[src/rtl/gemm_pkg.sv]
// Shared types and constants for the tiled GEMM sequencer.
// Holds the FSM state enum, loader select codes and default tile edge.
package gemm_pkg;

    localparam int GEMM_BLOCK_DIM = 8;

    localparam logic LD_SEL_A = 1'b0;
    localparam logic LD_SEL_B = 1'b1;

    typedef enum logic [3:0] {
        S_IDLE,
        S_LD_A,
        S_WT_A,
        S_LD_B,
        S_WT_B,
        S_CMP,
        S_WT_CMP,
        S_ST,
        S_WT_ST,
        S_DONE
    } state_t;

endpackage

[src/rtl/gemm_tile_addr_gen.sv]
// Combinational A/B/C tile base-address and row-stride generator.
// Ports: k_dim/n_dim (latched element dims), mi/ni/ki (tile indices)
// in; a/b/c base addresses and strides out. Arithmetic wraps mod 2^AW.
module gemm_tile_addr_gen #(
    parameter int BLOCK_DIM  = 8,
    parameter int TILE_CNT_W = 6,
    parameter int ADDR_WIDTH = 20
) (
    input  logic [ADDR_WIDTH-1:0] k_dim,
    input  logic [ADDR_WIDTH-1:0] n_dim,
    input  logic [TILE_CNT_W-1:0] mi,
    input  logic [TILE_CNT_W-1:0] ni,
    input  logic [TILE_CNT_W-1:0] ki,
    output logic [ADDR_WIDTH-1:0] a_addr,
    output logic [ADDR_WIDTH-1:0] a_stride,
    output logic [ADDR_WIDTH-1:0] b_addr,
    output logic [ADDR_WIDTH-1:0] b_stride,
    output logic [ADDR_WIDTH-1:0] c_addr,
    output logic [ADDR_WIDTH-1:0] c_stride
);

    localparam logic [ADDR_WIDTH-1:0] BD = ADDR_WIDTH'(BLOCK_DIM);

    logic [ADDR_WIDTH-1:0] mi_w;
    logic [ADDR_WIDTH-1:0] ni_w;
    logic [ADDR_WIDTH-1:0] ki_w;

    assign mi_w = ADDR_WIDTH'(mi);
    assign ni_w = ADDR_WIDTH'(ni);
    assign ki_w = ADDR_WIDTH'(ki);

    assign a_addr   = mi_w * BD * k_dim + ki_w * BD;
    assign a_stride = k_dim;
    assign b_addr   = ki_w * BD * n_dim + ni_w * BD;
    assign b_stride = n_dim;
    assign c_addr   = mi_w * BD * n_dim + ni_w * BD;
    assign c_stride = n_dim;

endmodule

[src/rtl/tiled_gemm_sequencer.sv]
// Runtime-sized tile-loop controller: loads A/B tiles, runs the systolic
// multiply over k, stores each C tile. Ports: start/cfg_* job setup;
// busy/done/err_cfg status; ld_*, cmp_*, st_* unit handshakes.
// Optional GEMM_PERF_CNT_EN adds perf_busy_cycles/perf_stall_cycles.
module tiled_gemm_sequencer
    import gemm_pkg::*;
#(
    parameter int BLOCK_DIM  = GEMM_BLOCK_DIM,
    parameter int TILE_CNT_W = 6,
    parameter int ADDR_WIDTH = 20
) (
    input  logic                  clk,
    input  logic                  rst,
    input  logic                  start,
    input  logic [TILE_CNT_W-1:0] cfg_m_tiles,
    input  logic [TILE_CNT_W-1:0] cfg_n_tiles,
    input  logic [TILE_CNT_W-1:0] cfg_k_tiles,
    input  logic                  cfg_accumulate,
    output logic                  busy,
    output logic                  done,
    output logic                  err_cfg,
    output logic                  ld_req_valid,
    input  logic                  ld_req_ready,
    output logic                  ld_req_sel,
    output logic [ADDR_WIDTH-1:0] ld_req_addr,
    output logic [ADDR_WIDTH-1:0] ld_req_stride,
    input  logic                  ld_done,
    output logic                  cmp_start,
    output logic                  cmp_clear,
    input  logic                  cmp_done,
    output logic                  st_req_valid,
    input  logic                  st_req_ready,
    output logic [ADDR_WIDTH-1:0] st_req_addr,
    output logic [ADDR_WIDTH-1:0] st_req_stride,
    output logic                  st_req_acc,
    input  logic                  st_done
`ifdef GEMM_PERF_CNT_EN
    ,
    output logic [31:0]           perf_busy_cycles,
    output logic [31:0]           perf_stall_cycles
`endif
);

    localparam logic [ADDR_WIDTH-1:0] BD_W = ADDR_WIDTH'(BLOCK_DIM);
    localparam logic [TILE_CNT_W-1:0] ONE  = TILE_CNT_W'(1);

    state_t state;
    state_t state_nxt;

    logic [TILE_CNT_W-1:0] m_q;
    logic [TILE_CNT_W-1:0] n_q;
    logic [TILE_CNT_W-1:0] k_q;
    logic [TILE_CNT_W-1:0] mi;
    logic [TILE_CNT_W-1:0] ni;
    logic [TILE_CNT_W-1:0] ki;
    logic [ADDR_WIDTH-1:0] k_dim;
    logic [ADDR_WIDTH-1:0] n_dim;
    logic                  acc_q;

    logic cfg_zero;
    logic job_go;
    logic k_last;
    logic n_last;
    logic m_last;

    logic [ADDR_WIDTH-1:0] a_addr;
    logic [ADDR_WIDTH-1:0] a_stride;
    logic [ADDR_WIDTH-1:0] b_addr;
    logic [ADDR_WIDTH-1:0] b_stride;
    logic [ADDR_WIDTH-1:0] c_addr;
    logic [ADDR_WIDTH-1:0] c_stride;

    assign cfg_zero = (cfg_m_tiles == '0) || (cfg_n_tiles == '0) ||
                      (cfg_k_tiles == '0);
    assign job_go   = (state == S_IDLE) && start;
    assign k_last   = (ki == k_q - ONE);
    assign n_last   = (ni == n_q - ONE);
    assign m_last   = (mi == m_q - ONE);

    gemm_tile_addr_gen #(
        .BLOCK_DIM  (BLOCK_DIM),
        .TILE_CNT_W (TILE_CNT_W),
        .ADDR_WIDTH (ADDR_WIDTH)
    ) u_addr_gen (
        .k_dim    (k_dim),
        .n_dim    (n_dim),
        .mi       (mi),
        .ni       (ni),
        .ki       (ki),
        .a_addr   (a_addr),
        .a_stride (a_stride),
        .b_addr   (b_addr),
        .b_stride (b_stride),
        .c_addr   (c_addr),
        .c_stride (c_stride)
    );

    always_ff @(posedge clk or posedge rst) begin
        if (rst) begin
            state <= S_IDLE;
        end else begin
            state <= state_nxt;
        end
    end

    always_comb begin
        state_nxt = state;
        unique case (state)
            S_IDLE:   if (start) state_nxt = cfg_zero ? S_DONE : S_LD_A;
            S_LD_A:   if (ld_req_ready) state_nxt = S_WT_A;
            S_WT_A:   if (ld_done) state_nxt = S_LD_B;
            S_LD_B:   if (ld_req_ready) state_nxt = S_WT_B;
            S_WT_B:   if (ld_done) state_nxt = S_CMP;
            S_CMP:    state_nxt = S_WT_CMP;
            S_WT_CMP: if (cmp_done) state_nxt = k_last ? S_ST : S_LD_A;
            S_ST:     if (st_req_ready) state_nxt = S_WT_ST;
            S_WT_ST: begin
                if (st_done) begin
                    state_nxt = (m_last && n_last) ? S_DONE : S_LD_A;
                end
            end
            S_DONE:   state_nxt = S_IDLE;
            default:  state_nxt = S_IDLE;
        endcase
    end

    // Job config and loop indices; cfg is frozen for the whole job.
    always_ff @(posedge clk or posedge rst) begin
        if (rst) begin
            m_q     <= '0;
            n_q     <= '0;
            k_q     <= '0;
            k_dim   <= '0;
            n_dim   <= '0;
            acc_q   <= 1'b0;
            err_cfg <= 1'b0;
            mi      <= '0;
            ni      <= '0;
            ki      <= '0;
        end else if (job_go) begin
            m_q     <= cfg_m_tiles;
            n_q     <= cfg_n_tiles;
            k_q     <= cfg_k_tiles;
            k_dim   <= ADDR_WIDTH'(cfg_k_tiles) * BD_W;
            n_dim   <= ADDR_WIDTH'(cfg_n_tiles) * BD_W;
            acc_q   <= cfg_accumulate;
            err_cfg <= cfg_zero;
            mi      <= '0;
            ni      <= '0;
            ki      <= '0;
        end else if (state == S_WT_CMP && cmp_done && !k_last) begin
            ki <= ki + ONE;
        end else if (state == S_WT_ST && st_done) begin
            ki <= '0;
            if (n_last) begin
                ni <= '0;
                mi <= m_last ? '0 : mi + ONE;
            end else begin
                ni <= ni + ONE;
            end
        end
    end

    // Request fields are gated by their valid so idle outputs read zero.
    always_comb begin
        busy          = (state != S_IDLE);
        done          = (state == S_DONE);
        ld_req_valid  = 1'b0;
        ld_req_sel    = LD_SEL_A;
        ld_req_addr   = '0;
        ld_req_stride = '0;
        cmp_start     = 1'b0;
        cmp_clear     = 1'b0;
        st_req_valid  = 1'b0;
        st_req_addr   = '0;
        st_req_stride = '0;
        st_req_acc    = 1'b0;
        unique case (state)
            S_LD_A: begin
                ld_req_valid  = 1'b1;
                ld_req_addr   = a_addr;
                ld_req_stride = a_stride;
            end
            S_LD_B: begin
                ld_req_valid  = 1'b1;
                ld_req_sel    = LD_SEL_B;
                ld_req_addr   = b_addr;
                ld_req_stride = b_stride;
            end
            S_CMP: begin
                cmp_start = 1'b1;
                cmp_clear = (ki == '0);
            end
            S_ST: begin
                st_req_valid  = 1'b1;
                st_req_addr   = c_addr;
                st_req_stride = c_stride;
                st_req_acc    = acc_q;
            end
            default: ;
        endcase
    end

`ifdef GEMM_PERF_CNT_EN
    logic stall;

    assign stall = (ld_req_valid && !ld_req_ready) ||
                   (st_req_valid && !st_req_ready);

    always_ff @(posedge clk or posedge rst) begin
        if (rst) begin
            perf_busy_cycles  <= '0;
            perf_stall_cycles <= '0;
        end else if (job_go) begin
            perf_busy_cycles  <= '0;
            perf_stall_cycles <= '0;
        end else begin
            if (busy && !(&perf_busy_cycles)) begin
                perf_busy_cycles <= perf_busy_cycles + 32'd1;
            end
            if (stall && !(&perf_stall_cycles)) begin
                perf_stall_cycles <= perf_stall_cycles + 32'd1;
            end
        end
    end
`endif

endmodule

[config.mk]
export PLATFORM = sky130hd
export DESIGN_NAME = tiled_gemm_sequencer
export DESIGN_NICKNAME = d
export VERILOG_FILES = /design/src/rtl/gemm_pkg.sv /design/src/rtl/gemm_tile_addr_gen.sv /design/src/rtl/tiled_gemm_sequencer.sv
export SDC_FILE = /design/constraint.sdc
export NUM_CORES = 1
export LEC_CHECK = 0
export BUFFER_PORTS_ARGS = -buffer_cell sky130_fd_sc_hd__buf_4
export CORE_ASPECT_RATIO = 1.25
export CORE_MARGIN = 3
export CORE_UTILIZATION = 30
export CTS_CLUSTER_DIAMETER = 120
export DETAILED_ROUTE_END_ITERATION = 8
export PLACE_DENSITY = 0.48
export SYNTH_ARGS = -nofsm -noshare
export SYNTH_HDL_FRONTEND = slang
export SYNTH_SLANG_ARGS = --single-unit
[constraint.sdc]
create_clock -name clk -period 10.1 [get_ports clk]
set_input_delay 2.02 -clock clk [delete_from_list [all_inputs] [get_ports clk]]
set_output_delay 2.02 -clock clk [all_outputs]
set_load 0.02 [all_outputs]
==> impl_metrics.env, run 1 <==
export IMPL_worstPathRequired_ns=8.08
export IMPL_synthDistinctLibCells=64
export IMPL_clock_path_buffers=2
export IMPL_wl_per_cell_um=15.55
export IMPL_p_total_mw=1.161
export IMPL_antenna_found_initial=0
export IMPL_seq_area_frac_synth_pct=14.60
export IMPL_max_slew_margin_rel_pct=42.66
export IMPL_drc=0
export IMPL_intPower_mw=0.5913
export IMPL_drt_iter0_drc=207
export IMPL_slew_viol_final=0
export IMPL_die_height_um=179.2
export IMPL_start_kind="flop"
export IMPL_synth_top_area_share_pct=15.02
export IMPL_ios=116
export IMPL_io_buffer_count=79
export IMPL_hold_viol_final=0
export IMPL_combPwrFrac_pct=50.2
export IMPL_fin_skew_ns=0.004002
export IMPL_ant_nets=0
export IMPL_wl_met3_um=729
export IMPL_gr_total_overflow=0
export IMPL_slowest_delay_ns=0.68
export IMPL_path_clk_slew_ns=0.06
export IMPL_diodes=0
export IMPL_syn_cell_area_mm2=0.007198
export IMPL_drive_gt1_share_pct=11.68
export IMPL_p_sw_mw=0.5693
export IMPL_ys_flop_type="dfrtp_1"
export IMPL_core_mm2=0.02327
export IMPL_placed_cell_area_mm2=0.007901
export IMPL_post_drt_via_cell_ratio=4.793
export IMPL_hp_class="reg -> reg"
export IMPL_crit_buf_inv=4
export IMPL_status="finished clean"
export IMPL_whs_ns=0.5044
export IMPL_p_per_area_mw_per_mm2=143.9
export IMPL_cts_resized_gates=0
export IMPL_synthTopCellsByArea="fa_1 (15%), dfrtp_1 (15%), ha_1 (13%)"
export IMPL_drtPass1Iterations=5
export IMPL_wl_met1_um=8947
export IMPL_synthTopCellsByCount="inv_1 (120), and2_1 (80), ha_1 (76)"
export IMPL_tightestPinTransition_ns=0.8493
export IMPL_drv_cap=0
export IMPL_ys_warnings_count=0
export IMPL_clockPowerShare_pct=15.9
export IMPL_cts_tree="done"
export IMPL_swShare_pct=49.05
export IMPL_design_area_mm2=0.008068
export IMPL_setup_ws_ns=2.961
export IMPL_vias=5895
export IMPL_crit_fanout=19
export IMPL_max_freq_mhz=140.1
export IMPL_p_leak_nw=3.912
export IMPL_top_layer="met4"
export IMPL_cts_buffers_inserted=5
export IMPL_grt_max_degree=43
export IMPL_cp_top_family="adder cells"
export IMPL_grt_pass1_wl_um=30930
export IMPL_post_cts_buffers=0
export IMPL_min_period_ns=7.139
export IMPL_cts_hold_buf=0
export IMPL_initial_utilization_pct=30.93
export IMPL_gp_congestion=0.8074
export IMPL_grt_usage_pct=14.95
export IMPL_ys_ff_latch=42
export IMPL_worstSetupEndpointType="output port"
export IMPL_ir_drop_mv=0.1096
export IMPL_syn_to_final_growth_pct=12.08
export IMPL_cts_max_level=2
export IMPL_syn_area_per_cell_um2=8.079
export IMPL_setup_tns_ns=0
export IMPL_rows=62
export IMPL_dpl_hpwl_um=15620
export IMPL_cp_cell_sequence="nand2_1 > fa_1 > inv_1 > fa_1 > inv_1 > fa_1 > inv_1 > ha_1 > a21o_1 > a221oi_1 > xnor2_1 > nand4_1 > or2_2 > xor2_1 > o22ai_1 > buf_4"
export IMPL_finalSetupViolations=0
export IMPL_synthCells=891
export IMPL_crit_path_top_delay_cell="dfrtp_1"
export IMPL_fin_crit_sh_pct=70.69
export IMPL_wl_met2_um=9272
export IMPL_dieArea_mm2=0.02590
export IMPL_synth_area_leader_cell="fa_1"
export IMPL_nets=1098
export IMPL_dp_slack_ns=3.250
export IMPL_rsz0062_at_grt="no"
export IMPL_yosysMostFrequentCell="inv_1"
export IMPL_async_flop_share_pct=100.0
export IMPL_crit_type="reg -> out"
export IMPL_clock_sinks=42
export IMPL_routed_wirelength_um=19130
export IMPL_pwr_share_seq_pct=33.9
export IMPL_grt_pass1_vias=5749
export IMPL_clock_latency_ns=0.29
export IMPL_synth_edf_count=0
export IMPL_cts_root_buffer="clkbuf_16"
export IMPL_chipWidth_um=144.5
export IMPL_cp_data_arrival_time_ns=5.12
## power by group through the flow
stage,Clock (mW),Combinational (mW),Sequential (mW)
CTS,0.190,0.591,0.395
global placement,0,0.590,0.396
detailed placement,0,0.587,0.398
global route,0.197,0.650,0.410
finish,0.185,0.583,0.393
floorplan,0,0.496,0.274
## metal layers
metal / vias up / track usage [%]
met2: 122 / 24.94
met4: 0 / 2.488
met5: - / 0
met1: 2798 / 21.15
li1: 2963 / -
met3: 12 / 1.628
## worst reg2reg max path, stage by stage (launching register included)
cell and delay, ns:
dfrtp_1 0.52, inv_1 0.18, ha_1 0.26, nor2b_1 0.15, xnor2_1 0.14, o41ai_1 0.24, nand3_1 0.23, nand3_1 0.51
nor3b_1 0.12, a311o_1 0.34
## cells by family (layout without fill, tap and decap cells)
kind of cell | after synthesis | in the layout | share of synthesized area, %
xor+xnor | 66 | 66 | 8.031
mux | 16 | 16 | 2.451
simple gates | 305 | 305 | 22.18
buf+inv | 198 | 214 | 12.24
flops | 42 | 42 | 14.60
fa+ha+maj | 130 | 130 | 28.23
other cells | 1 | 36 | 0.05210
compound gates | 133 | 133 | 12.22
## path summary, 6_finish.rpt
path	from	endpoint	slack [ns]	cells past startpoint
min in group asynchronous	rst	acc_q	1.88	3
hold / removal	acc_q	acc_q	0.50	1
hold reg to reg	acc_q	acc_q	0.50	1
setup / recovery	mi[2]	ld_req_addr[16]	2.96	16
setup reg to reg	k_dim[3]	ki[2]	7.30	9
max in group asynchronous	rst	ki[5]	7.82	3
## flip-flops by register name, summed over array words and instances (netlist names)
signal and flops:
k_dim 6, ki 6, m_q 6, mi 6, n_dim 6, ni 6, state 4, acc_q 1
err_cfg 1
## placed cells by master (no fill, tap or decap), types with 13 or more instances in the layout
master and count:
a21oi_1 20, and2_1 80, buf_4 85, conb_1 36
dfrtp_1 42, fa_1 54, ha_1 76, inv_1 120
mux2_2 13, nand2_1 73, nand3_1 20, nor2_1 52
nor2b_1 13, nor3_1 16, o21ai_0 38, o22ai_1 14
xnor2_1 39, xor2_1 27
## stage by stage
| step | instances | util [%] |
|---|---|---|
| 2_1_floorplan | 926 | - |
| 3_3_place_gp | 1222 | 33.95 |
| 3_5_place_dp | 1222 | 33.95 |
| 4_1_cts | 1230 | 34.67 |
| 5_1_grt | 1230 | 34.67 |
| 6_report | 1230 | 34.67 |
## area by class of cell
class	instances	area, µm²
fillers	2529	15200
multi-input cells	686	5398
flip-flops and latches	42	1051
repair buffers	85	638.1
inverters	121	454.2
well taps	288	360.3
clock buffers	6	128.9
clock inverters	2	37.54
Note: power is estimated with default switching activity, not from simulation.
==> inputs of run 2 (changes only) <==
--- a/config.mk
+++ b/config.mk
@@ -11,7 +11,7 @@
 export CORE_UTILIZATION = 30
 export CTS_CLUSTER_DIAMETER = 120
 export DETAILED_ROUTE_END_ITERATION = 8
-export PLACE_DENSITY = 0.48
+export PLACE_DENSITY = 0.49
 export SYNTH_ARGS = -nofsm -noshare
 export SYNTH_HDL_FRONTEND = slang
 export SYNTH_SLANG_ARGS = --single-unit
==> constraint.sdc (replaced) <==
create_clock -name clk -period 6 [get_ports clk]
set_input_delay 1.2 -clock clk [delete_from_list [all_inputs] [get_ports clk]]
set_output_delay 1.2 -clock clk [all_outputs]
set_load 0.02 [all_outputs]
==> impl_metrics.env, run 2 (synthesis gave the netlist of run 1 again) <==
export IMPL_status="finished clean"
export IMPL_fillers=2426
export IMPL_combPwrFrac_pct=59.1
export IMPL_rsz0062_at_grt="no"
export IMPL_path_clk_slew_ns=0.07
export IMPL_clock_sinks=42
export IMPL_cp_data_arrival_time_ns=4.62
export IMPL_max_freq_mhz=171.8
export IMPL_p_per_area_mw_per_mm2=238.5
export IMPL_ios=116
export IMPL_gp_congestion=0.8078
export IMPL_gr_total_overflow=0
export IMPL_slowest_delay_ns=0.55
export IMPL_cp_cell_sequence="and2_1 > fa_1 > inv_1 > fa_1 > fa_1 > inv_1 > ha_4 > nor2_1 > o31ai_4 > xor2_1 > nand4_1 > or3_4 > or4_1 > o31ai_1 > buf_4"
export IMPL_min_from="acc_q"
export IMPL_ant_nets=0
export IMPL_hold_viol_final=0
export IMPL_grt_max_degree=43
export IMPL_whs_ns=0.5141
export IMPL_dp_slack_ns=0.2220
export IMPL_tightestPinTransition_ns=1.101
export IMPL_final_common_cell="buf_4"
export IMPL_cts_tree="done"
export IMPL_drtPass1Iterations=4
export IMPL_reg2regPathDepth=6
export IMPL_p_sw_mw=0.9892
export IMPL_chipWidth_um=144.5
export IMPL_initial_utilization_pct=30.93
export IMPL_crit_buf_inv=3
export IMPL_antenna_found_initial=0
export IMPL_mostFrequentLayoutCells="buf_4 (126), inv_1 (119), and2_1 (80), nand2_1 (72), ha_1 (70)"
export IMPL_nets=1140
export IMPL_dieArea_mm2=0.02590
export IMPL_worstPathRequired_ns=4.80
export IMPL_ir_drop_mv=0.1701
export IMPL_grt_usage_pct=14.88
export IMPL_timing_rr_start="state[2]"
export IMPL_placed_cell_area_mm2=0.008097
export IMPL_swShare_pct=48.53
export IMPL_top_layer="met4"
export IMPL_wl_per_cell_um=15.18
export IMPL_finalSetupViolations=0
export IMPL_crit_path_top_delay_cell="fa_1"
export IMPL_setup_ws_ns=0.1809
export IMPL_dpl_hpwl_um=15800
export IMPL_start_kind="flop"
export IMPL_wl_met2_um=9122
export IMPL_crit_fanout=7
export IMPL_cts_root_buffer="clkbuf_16"
export IMPL_drc=0
export IMPL_cpMostUsedCell="fa_1"
export IMPL_grt_pass1_vias=5835
export IMPL_design_area_mm2=0.008548
export IMPL_vias=5989
export IMPL_drive_gt1_share_pct=19.31
export IMPL_clock_path_buffers=2
export IMPL_r2r_slack_ns=3.24
export IMPL_die_height_um=179.2
export IMPL_wl_met1_um=9125
export IMPL_cts_hold_buf=0
export IMPL_utilization_pct=36.73
export IMPL_cp_top_family="adder cells"
export IMPL_reg2reg_to="ni[0]"
export IMPL_syn_to_final_growth_pct=18.76
export IMPL_io_buffer_count=79
export IMPL_intPower_mw=1.049
export IMPL_p_leak_nw=4.096
export IMPL_worstHoldPathCells=1
export IMPL_fin_crit_sh_pct=96.98
export IMPL_drt_iter0_drc=268
export IMPL_grt_pass1_wl_um=30850
export IMPL_diodes=0
export IMPL_routed_wirelength_um=19300
export IMPL_clockPowerShare_pct=13.3
export IMPL_hp_class="reg -> reg"
export IMPL_clock_latency_ns=0.29
export IMPL_min_to="acc_q"
export IMPL_wl_met3_um=702
export IMPL_pwr_share_seq_pct=27.7
export IMPL_slew_viol_final=0
export IMPL_worstSetupEndpointType="output port"
export IMPL_drv_cap=0
export IMPL_cts_max_level=2
export IMPL_fin_skew_ns=0.009547
export IMPL_rows=62
export IMPL_setup_tns_ns=0
export IMPL_cts_buffers_inserted=5
export IMPL_post_drt_via_cell_ratio=4.708
export IMPL_min_period_ns=5.819
export IMPL_max_slew_margin_rel_pct=26.32
export IMPL_crit_type="reg -> out"
export IMPL_core_mm2=0.02327
## run 2: cell count changes in the layout (fill, tap and decap cells not counted), sizes merged
cell	change
clkbuf	+1
clkinvlp	-1
buf	+41
bufinv	-1
clkinv	+2
## run 2: repair_timing
action | in CTS | in global routing
buffers inserted | 0 | 16
setup endpoints to repair | 2 | 7
resized for setup | 3 | 44
pin swaps | 0 | 12
## run 2: worst reg2reg max path: cells and delay by family (launching register included)
kind | cells | cell delay (ns)
buf+inv | 1 | 0.24
simple gates | 4 | 1.46
flops | 1 | 0.61
mux | 1 | 0.34
## run 2: worst max-delay path by stage
stage | startpoint | to | depth (start not counted)
after detailed placement | ki[4] | ld_req_addr[18] | 16
after floorplan | mi[2] | ld_req_addr[18] | 16
after CTS | k_dim[8] | ld_req_addr[16] | 15
final | ki[3] | ld_req_addr[18] | 15
after global routing | n_dim[6] | ld_req_addr[18] | 15
after global placement | ki[4] | ld_req_addr[18] | 16
## run 2: power by group through the flow
| stage | clock network, mW | logic, mW | registers, mW |
|---|---|---|---|
| 2_1_floorplan | 0 | 0.835 | 0.462 |
| 3_3_place_gp | 0 | 1.16 | 0.573 |
| 3_5_place_dp | 0 | 1.15 | 0.571 |
| 4_1_cts | 0.274 | 1.16 | 0.566 |
| 5_1_grt | 0.290 | 1.33 | 0.584 |
| 6_report | 0.270 | 1.20 | 0.564 |
## run 2: routing by layer
metal  GRT usage, %  up-vias
li1               -     3041
met1          20.66     2809
met2          24.98      121
met3          1.521       18
met4          3.227        0
met5              0        -
## run 2: per-stage QoR
stage,total power [mW],cells
floorplan,1.296,926
global placement,1.732,1248
detailed placement,1.724,1248
CTS,2.003,1256
global route,2.207,1272
finish,2.038,1272
## run 2: area by class of cell
cell class	count	area, µm²	share of cell area, %
timing repair buffer	127	950.9	11.12
inverter	121	456.7	5.343
clock inverter	2	13.76	0.1610
multi-input combinational	686	5568	65.13
tap	288	360.3	4.215
clock buffer	6	128.9	1.508
sequential	42	1070	12.51
==> inputs of run 3 (changes only) <==
--- a/config.mk
+++ b/config.mk
@@ -5,6 +5,7 @@
 export SDC_FILE = /design/constraint.sdc
 export NUM_CORES = 1
 export LEC_CHECK = 0
+export ABC_AREA = 1
 export BUFFER_PORTS_ARGS = -buffer_cell sky130_fd_sc_hd__buf_4
 export CORE_ASPECT_RATIO = 1.25
 export CORE_MARGIN = 3
==> impl_metrics.env, run 3 <==
export IMPL_r2r_slack_ns=3.49
export IMPL_dp_slack_ns=0.6572
export IMPL_fin_skew_ns=0.004889
export IMPL_cts_hold_buf=0
export IMPL_grt_pass1_wl_um=34840
export IMPL_worstSetupEndpointType="output port"
export IMPL_rows=65
export IMPL_die_height_um=187.5
export IMPL_reg2regPathDepth=11
export IMPL_antenna_found_initial=0
export IMPL_min_from="err_cfg"
export IMPL_post_drt_via_cell_ratio=4.396
export IMPL_hp_class="reg -> reg"
export IMPL_path_clk_slew_ns=0.06
export IMPL_clock_latency_ns=0.29
export IMPL_synth_top_area_share_pct=17.47
export IMPL_nets=1454
export IMPL_gp_congestion=0.8352
export IMPL_status="finished clean"
export IMPL_min_to="err_cfg"
export IMPL_clock_sinks=42
export IMPL_synth_edf_count=0
export IMPL_syn_to_final_growth_pct=11.14
export IMPL_tightestPinTransition_ns=0.7758
export IMPL_crit_type="reg -> out"
export IMPL_io_buffer_count=79
export IMPL_seq_area_frac_synth_pct=13.30
export IMPL_mostFrequentLayoutCells="nand2_1 (368), inv_1 (285), buf_4 (88), nor2_1 (77), ha_1 (76)"
export IMPL_cts_root_buffer="clkbuf_16"
export IMPL_dieArea_mm2=0.02835
export IMPL_syn_cell_area_mm2=0.007905
export IMPL_core_mm2=0.02562
export IMPL_worstPathRequired_ns=4.80
export IMPL_fillers=2877
export IMPL_ys_ff_latch=42
export IMPL_ios=116
export IMPL_synth_area_leader_cell="nand2_1"
export IMPL_syn_area_per_cell_um2=6.349
export IMPL_ant_nets=0
export IMPL_drtPass1Iterations=5
export IMPL_setup_tns_ns=0
export IMPL_drc=0
export IMPL_multi_input_area_mm2=0.005399
export IMPL_p_leak_nw=5.294
export IMPL_hold_viol_final=0
export IMPL_synthTopCellsByCount="nand2_1 (368), inv_1 (286), nor2_1 (77)"
export IMPL_wl_per_cell_um=12.81
export IMPL_cp_data_arrival_time_ns=4.34
export IMPL_ys_flop_type="dfrtp_1"
export IMPL_stdcell_count=1633
export IMPL_clock_path_buffers=2
export IMPL_final_common_cell="nand2_1"
export IMPL_drt_iter0_drc=252
export IMPL_gr_total_overflow=0
export IMPL_fin_crit_sh_pct=92.35
export IMPL_slowest_delay_ns=0.66
export IMPL_dpl_hpwl_um=17440
export IMPL_max_freq_mhz=180.5
export IMPL_dp_cells=1625
export IMPL_cts_buffers_inserted=5
export IMPL_grt_pass1_vias=7050
export IMPL_reg2reg_to="mi[3]"
export IMPL_yosysMostFrequentCell="nand2_1"
export IMPL_initial_utilization_pct=30.86
export IMPL_vias=7178
export IMPL_seqCellArea_mm2=0.001056
export IMPL_slew_viol_final=0
export IMPL_ir_drop_mv=0.1681
export IMPL_cts_tree="done"
export IMPL_start_kind="flop"
export IMPL_cpMostUsedCell="fa_1"
export IMPL_crit_path_top_delay_cell="dfrtp_1"
export IMPL_drv_cap=0
export IMPL_crit_fanout=14
export IMPL_cp_cell_sequence="nand2_1 > fa_1 > fa_1 > fa_1 > inv_1 > ha_1 > xnor2_1 > nand3_1 > nor2_1 > nand2_1 > nor2_2 > nand3_1 > nor3_1 > buf_4"
export IMPL_ys_warnings_count=0
export IMPL_crit_buf_inv=2
export IMPL_max_slew_margin_rel_pct=48.16
export IMPL_diodes=0
export IMPL_timing_rr_start="state[3]"
export IMPL_drive_gt1_share_pct=9.630
export IMPL_synthCells=1245
export IMPL_grt_max_degree=43
export IMPL_utilization_pct=34.30
export IMPL_worstHoldPathCells=2
export IMPL_p_per_area_mw_per_mm2=292.3
export IMPL_grt_usage_pct=14.93
export IMPL_routed_wirelength_um=20920
export IMPL_synthTopCellsByArea="nand2_1 (17%), fa_1 (14%), inv_1 (14%)"
export IMPL_synthDistinctLibCells=37
export IMPL_min_period_ns=5.541
export IMPL_cp_top_family="adder cells"
export IMPL_async_flop_share_pct=100.0
export IMPL_p_total_mw=2.568
export IMPL_cts_max_level=2
export IMPL_setup_ws_ns=0.4590
export IMPL_finalSetupViolations=0
export IMPL_chipWidth_um=151.2
export IMPL_rsz0062_at_grt="no"
[run 3: changes by cell type in the layout (fill, tap and decap cells not counted), sizes merged, moves of 15 or more]
cell   previous run  this run
nand2            73       374
buf             126        88
nor2             52        82
inv             120       293
and2             80         0
nand3            20        74
nand4             4        19
xnor2            39        12
[run 3: final cells by class]
class	instances	area share (%)
inverter	294	12.56
tap	335	4.771
clock buffer	7	1.623
clock inverter	1	0.05696
sequential	42	12.02
multi-input combinational	866	61.45
timing repair buffer	88	7.519
[run 3: per-layer routing]
metal / part of all wire (%) / wire, µm / up-vias / GRT usage [%]
met5: 0 / 0 / - / 0
met4: 2.1 / 429 / 0 / 3.594
met3: 3.1 / 648 / 20 / 1.209
met2: 48 / 10030 / 143 / 25.43
met1: 47 / 9816 / 3230 / 20.38
li1: - / - / 3785 / -
[run 3: how the worst max path moves through the flow]
stage | cells after the start | startpoint | end | slack [ns]
2_1_floorplan | 15 | mi[0] | st_req_addr[18] | 0.72
3_3_place_gp | 14 | n_dim[8] | st_req_addr[18] | 0.73
3_5_place_dp | 21 | mi[4] | ld_req_addr[17] | 0.66
4_1_cts | 14 | n_dim[8] | st_req_addr[18] | 0.36
5_1_grt | 14 | n_dim[7] | st_req_addr[18] | 0.02
6_report | 14 | n_dim[7] | st_req_addr[18] | 0.46
[run 3: kinds of logic after synthesis]
| kind of cell | Yosys count | synth area share (%) |
|---|---|---|
| other | 1 | 0.04744 |
| buffers and inverters | 372 | 20.07 |
| and+or+nand+nor | 569 | 30.31 |
| AOI/OAI and AO/OA | 99 | 7.027 |
| xor gates and xnor gates | 32 | 3.545 |
| DFF | 42 | 13.30 |
| adders and majority gates | 130 | 25.70 |
[run 3: tightest hold or removal path, cell delays in order (launching register included)]
cell and delay [ns]:
dfrtp_1 0.35, nand2_1 0.05, nand2_1 0.04
[run 3: power breakdown]
group	internal [mW]	switching [mW]
clock network	0.165	0.115
registers	0.384	0.267
logic	0.591	1.04
[run 3: stage by stage]
| step | hold WS, ns | area [µm²] |
|---|---|---|
| 2_1_floorplan | 0.4623 | 8036 |
| 3_3_place_gp | 0.4674 | 8633 |
| 3_5_place_dp | 0.4761 | 8633 |
| 4_1_cts | 0.4918 | 8781 |
| 5_1_grt | 0.5268 | 8786 |
| 6_report | 0.4799 | 8786 |
[run 3: repair_timing]
action	CTS	global route
resized for setup	0	4
setup buffers	0	0
endpoints found under the setup margin	0	5
